===== src/rtl/uart_rx_fifo_if.sv =====
// uart_rx_fifo_if: receiver byte feed plus peripheral bus view of the rx fifo
interface uart_rx_fifo_if;
  logic        RxValid;
  logic [7:0]  RxByte;
  logic [31:0] Addr;
  logic        Read;
  logic        Write;
  logic [31:0] WData;
  logic [31:0] RxData;
  logic [31:0] StatData;
  logic        Irq;
  modport master(output RxValid, RxByte, Addr, Read, Write, WData, input RxData, StatData, Irq);
  modport slave(input RxValid, RxByte, Addr, Read, Write, WData, output RxData, StatData, Irq);
endinterface


===== src/rtl/uart_rx_fifo.sv =====
// uart_rx_fifo: circular byte fifo between the serial receiver and the cpu bus
module uart_rx_fifo #(
  parameter int          DEPTH     = 16,
  parameter int          ADDR_W    = 4,
  parameter int          THRESH    = 1,
  parameter logic [31:0] DATA_ADDR = 32'h4000_001C,
  parameter logic [31:0] STAT_ADDR = 32'h4000_0024
) (
  input logic           C,
  input logic           R,
  uart_rx_fifo_if.slave bus
);
  logic [7:0]        mem [DEPTH];
  logic [ADDR_W-1:0] rd_ptr, wr_ptr;
  logic [ADDR_W:0]   count;
  logic              overflow, rx_valid_d;
  logic              empty, full, push_req, pop_req, push_ok, pop_ok, drop, clr;
  logic              wdata_unused;
  assign wdata_unused = ^bus.WData[31:1];
  assign empty    = count == '0;
  assign full     = count == (ADDR_W+1)'(DEPTH);
  assign push_req = bus.RxValid & ~rx_valid_d;
  assign pop_req  = bus.Read & (bus.Addr == DATA_ADDR);
  assign pop_ok   = pop_req & ~empty;
  assign push_ok  = push_req & (~full | pop_ok);
  assign drop     = push_req & ~push_ok;
  assign clr      = bus.Write & (bus.Addr == STAT_ADDR) & bus.WData[0];
  // head is combinational so the cpu captures it in the same cycle as the pop strobe
  assign bus.RxData   = empty ? 32'b0 : {24'b0, mem[rd_ptr]};
  assign bus.StatData = {13'b0, overflow, full, empty, 16'(count)};
  assign bus.Irq      = count >= (ADDR_W+1)'(THRESH);
  always_ff @(posedge C) begin
    if (R) begin
      rd_ptr     <= '0;
      wr_ptr     <= '0;
      count      <= '0;
      overflow   <= 1'b0;
      rx_valid_d <= 1'b0;
    end else begin
      rx_valid_d <= bus.RxValid;
      if (push_ok) begin
        mem[wr_ptr] <= bus.RxByte;
        wr_ptr      <= wr_ptr + 1'b1;
      end
      if (pop_ok) rd_ptr <= rd_ptr + 1'b1;
      count    <= (push_ok & ~pop_ok) ? count + 1'b1 : (pop_ok & ~push_ok) ? count - 1'b1 : count;
      overflow <= drop | (overflow & ~clr);
    end
  end
endmodule


===== src/flat_wrapper.sv =====
// flat-port wrapper written by rule: the top's interface ports become plain ports
module uart_rx_fifo_flat 
#(
  parameter int          DEPTH     = 16,
  parameter int          ADDR_W    = 4,
  parameter int          THRESH    = 1,
  parameter logic [31:0] DATA_ADDR = 32'h4000_001C,
  parameter logic [31:0] STAT_ADDR = 32'h4000_0024
)
  (C, R, bus_RxValid, bus_RxByte, bus_Addr, bus_Read, bus_Write, bus_WData, bus_RxData, bus_StatData, bus_Irq);
  uart_rx_fifo_if bus_i ();
  input logic C;
  input logic R;
  input wire logic [$bits(bus_i.RxValid)-1:0] bus_RxValid;
  input wire logic [$bits(bus_i.RxByte)-1:0] bus_RxByte;
  input wire logic [$bits(bus_i.Addr)-1:0] bus_Addr;
  input wire logic [$bits(bus_i.Read)-1:0] bus_Read;
  input wire logic [$bits(bus_i.Write)-1:0] bus_Write;
  input wire logic [$bits(bus_i.WData)-1:0] bus_WData;
  output wire logic [$bits(bus_i.RxData)-1:0] bus_RxData;
  output wire logic [$bits(bus_i.StatData)-1:0] bus_StatData;
  output wire logic [$bits(bus_i.Irq)-1:0] bus_Irq;
  assign bus_i.RxValid = bus_RxValid;
  assign bus_i.RxByte = bus_RxByte;
  assign bus_i.Addr = bus_Addr;
  assign bus_i.Read = bus_Read;
  assign bus_i.Write = bus_Write;
  assign bus_i.WData = bus_WData;
  assign bus_RxData = bus_i.RxData;
  assign bus_StatData = bus_i.StatData;
  assign bus_Irq = bus_i.Irq;
  uart_rx_fifo #(.DEPTH(DEPTH), .ADDR_W(ADDR_W), .THRESH(THRESH), .DATA_ADDR(DATA_ADDR), .STAT_ADDR(STAT_ADDR)) u_core (.C(C), .R(R), .bus(bus_i));
endmodule

===== config.mk =====
export PLATFORM = sky130hd
export DESIGN_NAME = uart_rx_fifo_flat
export DESIGN_NICKNAME = d
export VERILOG_FILES = /design/src/rtl/uart_rx_fifo_if.sv /design/src/rtl/uart_rx_fifo.sv /design/src/flat_wrapper.sv
export SDC_FILE = /design/constraint.sdc
export NUM_CORES = 1
export LEC_CHECK = 0
export BUFFER_PORTS_ARGS = -buffer_cell sky130_fd_sc_hd__buf_2
export CORE_MARGIN = 3
export CORE_UTILIZATION = 58
export DETAILED_ROUTE_END_ITERATION = 7
export PLACE_DENSITY = 0.85
export SLEW_MARGIN = 20
export SYNTH_ARGS = -nofsm -noshare
export SYNTH_HDL_FRONTEND = slang
export SYNTH_SLANG_ARGS = --single-unit
export TNS_END_PERCENT = 10

===== constraint.sdc =====
create_clock -name C -period 6.5 [get_ports C]
set_input_delay 1.3 -clock C [delete_from_list [all_inputs] [get_ports C]]
set_output_delay 1.3 -clock C [all_outputs]
set_load 0.01 [all_outputs]

==> impl_metrics.toml <==
[sta]
min_period_ns = 4.14
setup_viol = 0
slew-limit-headroom_pct = 40.5
worst_slew_pin_slew_ns = 0.892
fmax_ghz = 0.242
finalHoldViolCount = 0
tns_ns = 0
finalMaxSlewViolations = 0
min_period_over_period_pct = 63.6
clock_skew_ns = 0.00712
worst_slack_ns = 2.36
rsz0062_at_grt = "false"

[die]
die_x_um = 111
rows = 37
io_pins = 142
core_area_mm2 = 0.0106
start_util_pct = 60.9
die_area_mm2 = 0.0124
die-height_um = 111

[synth]
synthMuxAreaShare_pct = 15.0
ys_types = 41
synth_flop_cell = "edfxtp_1"
synth_xor_area_share_pct = 0.818
yosys_warnings = 0
async_reset_ff_share_pct = 0
synth_fa_ha_area_share_pct = 1.95
syn_area_mm2 = 0.00642
synth_top_cell_by_area = "edfxtp_1"
synth-seq-cells = 147
synth_area_leaders = "edfxtp_1, mux4_2, buf_4"
yosys.area_share.simple_pct = 7.58
synth_top_area_share_pct = 59.8
synth_top_family_by_area = "multiplexers"
synth_compound_area_share_pct = 1.30
synth_edf_count = 128
synth-seq-area-share_pct = 65.7
synthCells = 377
syn_avg_cell_area_um2 = 17.0

[drt]
dr.pass1.iters = 4
drc = 0
vias = 3482
routedWlPerCell_um = 22.5
ant_nets = 0
routed_wl_um = 13500
drt_first_iter_violations = 290
avgViaCountPerCell = 5.79

[critical_path]
path_class = "register to output pin"
start_kind = "register"
rr_worst_depth = 10
cp_data_required_time_ns = 5.20
timing.reg2reg.setup_slack_ns = 2.89
rr_startpoint = "u_core.count[0]"
cp.arrival_ns = 2.84
cp-end-kind = "output pin"
rr_endpoint = "u_core.count[2]"
critPathMaxFanout = 32

[clocking]
hold_buffers = 0
clock-sinks = 147
ctsResizeCount = 0
clkTransAtPathRegs_ns = 0.06
cts_tree = "done"
cts-htree-levels = 4
cts_made_buffers = 17
insertion_delay_ns = 0.51
cts_setup_buffers = 0
cts-root-buf = "clkbuf_8"
clk_path_buf_depth = 2

[min_path]
worst_hold_path_type = "register to register"
hold_path_depth = 2
min_from = "u_core.overflow"
min_to = "u_core.overflow"

[power_and_ir_drop]
leakage_uw = 0.00260
p_per_area_mw_per_mm2 = 299
peakVddDrop_mv = 0.189

[layout]
fillers = 640
syn2layout_area_growth_pct = 14.3
multi_input_area_mm2 = 0.00192
antenna_cells = 0
drive_gt1_share_pct = 36.6
seqCellArea_mm2 = 0.00423
fin_nets = 539

[grt]
grt_pass1_wl_um = 20700
grt_max_degree = 33
first_global_vias = 3513
gr-total-overflow = 0
antenna_found_initial = 0
grt.total_usage_pct = 22.6

[outcome]
status = "finished clean"

[placement]
dpl.hpwl_um = 8060
dp_slack_ns = 2.39
port_buffers = 62
gp_congestion = 0.804

[job]
maxCapViolations = 0
-- per-stage QoR --
stage	hold WS, ns	util (%)	instances	power (uW)	cell area (um^2)
after global placement	0.458	63.8	569	1230	6730
after detailed placement	0.465	63.9	569	1230	6740
after global routing	0.486	69.6	601	2260	7350
final	0.477	69.6	601	2200	7350
after floorplan	0.443	-	424	1190	6600
after CTS	0.474	69.5	601	2210	7340
-- layout by cell type, fill, tap and decap left out, types with 2 or more instances in the layout --
master,count
edfxtp_1,128
buf_2,62
conb_1,48
mux4_2,40
nor2_1,19
dfxtp_1,17
clkbuf_16,16
buf_4,12
ha_1,10
nor4_1,9
nor3_1,8
inv_1,8
and2b_2,8
nand2_1,7
nand4_1,5
nor3_2,5
a21oi_1,5
nand3_1,4
xnor2_1,4
nor2b_1,4
mux2_2,4
inv_6,4
nand2b_1,3
clkinv_4,3
clkinvlp_4,3
bufinv_16,3
nor4b_1,2
mux2i_1,2
xor2_1,2
dfxtp_2,2
clkinv_1,2
-- critical path, cell delays in order, from the launching register on --
cell and delay (ns):
dfxtp_2 0.31, buf_4 0.52, mux4_2 0.63, mux4_2 0.49, and2b_2 0.21, buf_2 0.13
-- sequential cells by signal (all words and copies together), names as in the netlist, named ones only --
name               flops
u_core.mem           128
u_core.count           5
u_core.rd_ptr          4
u_core.wr_ptr          4
u_core.overflow        1
u_core.rx_valid_d      1
-- final cells by class --
cell class,instances,area share (%)
Clock buffer,17,5.64
Clock inverter,15,2.47
Inverter,9,0.460
Multi-Input combinational cell,203,26.1
Sequential cell,147,57.5
Tap cell,136,2.32
Timing Repair Buffer,74,5.45
-- logic make-up (layout without fill, tap and decap cells) --
| family | Yosys count | after routing |
|---|---|---|
| other | 1 | 48 |
| DFF | 147 | 147 |
| and+or+nand+nor | 81 | 81 |
| buffers and inverters | 74 | 115 |
| xor gates and xnor gates | 6 | 6 |
| muxes | 46 | 46 |
| AOI/OAI and AO/OA | 12 | 12 |
| adders and majority gates | 10 | 10 |
-- synthesized netlist by cell type, types with 2 or more instances --
| library cell | number |
|---|---|
| edfxtp_1 | 128 |
| buf_4 | 51 |
| mux4_2 | 40 |
| dfxtp_1 | 19 |
| nor2_1 | 19 |
| nor3_1 | 13 |
| ha_1 | 10 |
| nor4_1 | 9 |
| and2b_2 | 8 |
| inv_1 | 8 |
| nand2_1 | 7 |
| clkbuf_1 | 6 |
| a21oi_1 | 5 |
| nand4_1 | 5 |
| buf_1 | 4 |
| mux2_2 | 4 |
| nand3_1 | 4 |
| nor2b_1 | 4 |
| xnor2_1 | 4 |
| buf_2 | 3 |
| nand2b_1 | 3 |
| mux2i_1 | 2 |
| nor4b_1 | 2 |
| xor2_1 | 2 |
-- power breakdown --
part	internal, uW	switching (uW)	leakage (uW)	total [uW]
clock network	588	393	0.000281	981
registers	1040	13.0	0.00131	1050
logic	67.6	99.2	0.00101	167
total	1690	505	0.00260	2200
-- routing by layer --
metal	track usage [%]	up-vias	routed length, um
met3	5.57	27	955
met5	0	-	0
met1	29.5	1747	5270
met4	8.60	0	307
met2	37.1	185	6970
li1	-	1523	-
-- worst max-delay path by stage --
stage / endpoint / slack, ns / cells past startpoint
floorplan: u_core.mem[0][0] / 2.92 / 5
CTS: bus_RxData[1] / 2.29 / 5
finish: bus_RxData[4] / 2.36 / 5
global placement: u_core.mem[15][4] / 2.46 / 6
global route: bus_RxData[0] / 2.20 / 5
detailed placement: u_core.mem[13][4] / 2.39 / 6
Power figures use the tool's default switching activity.
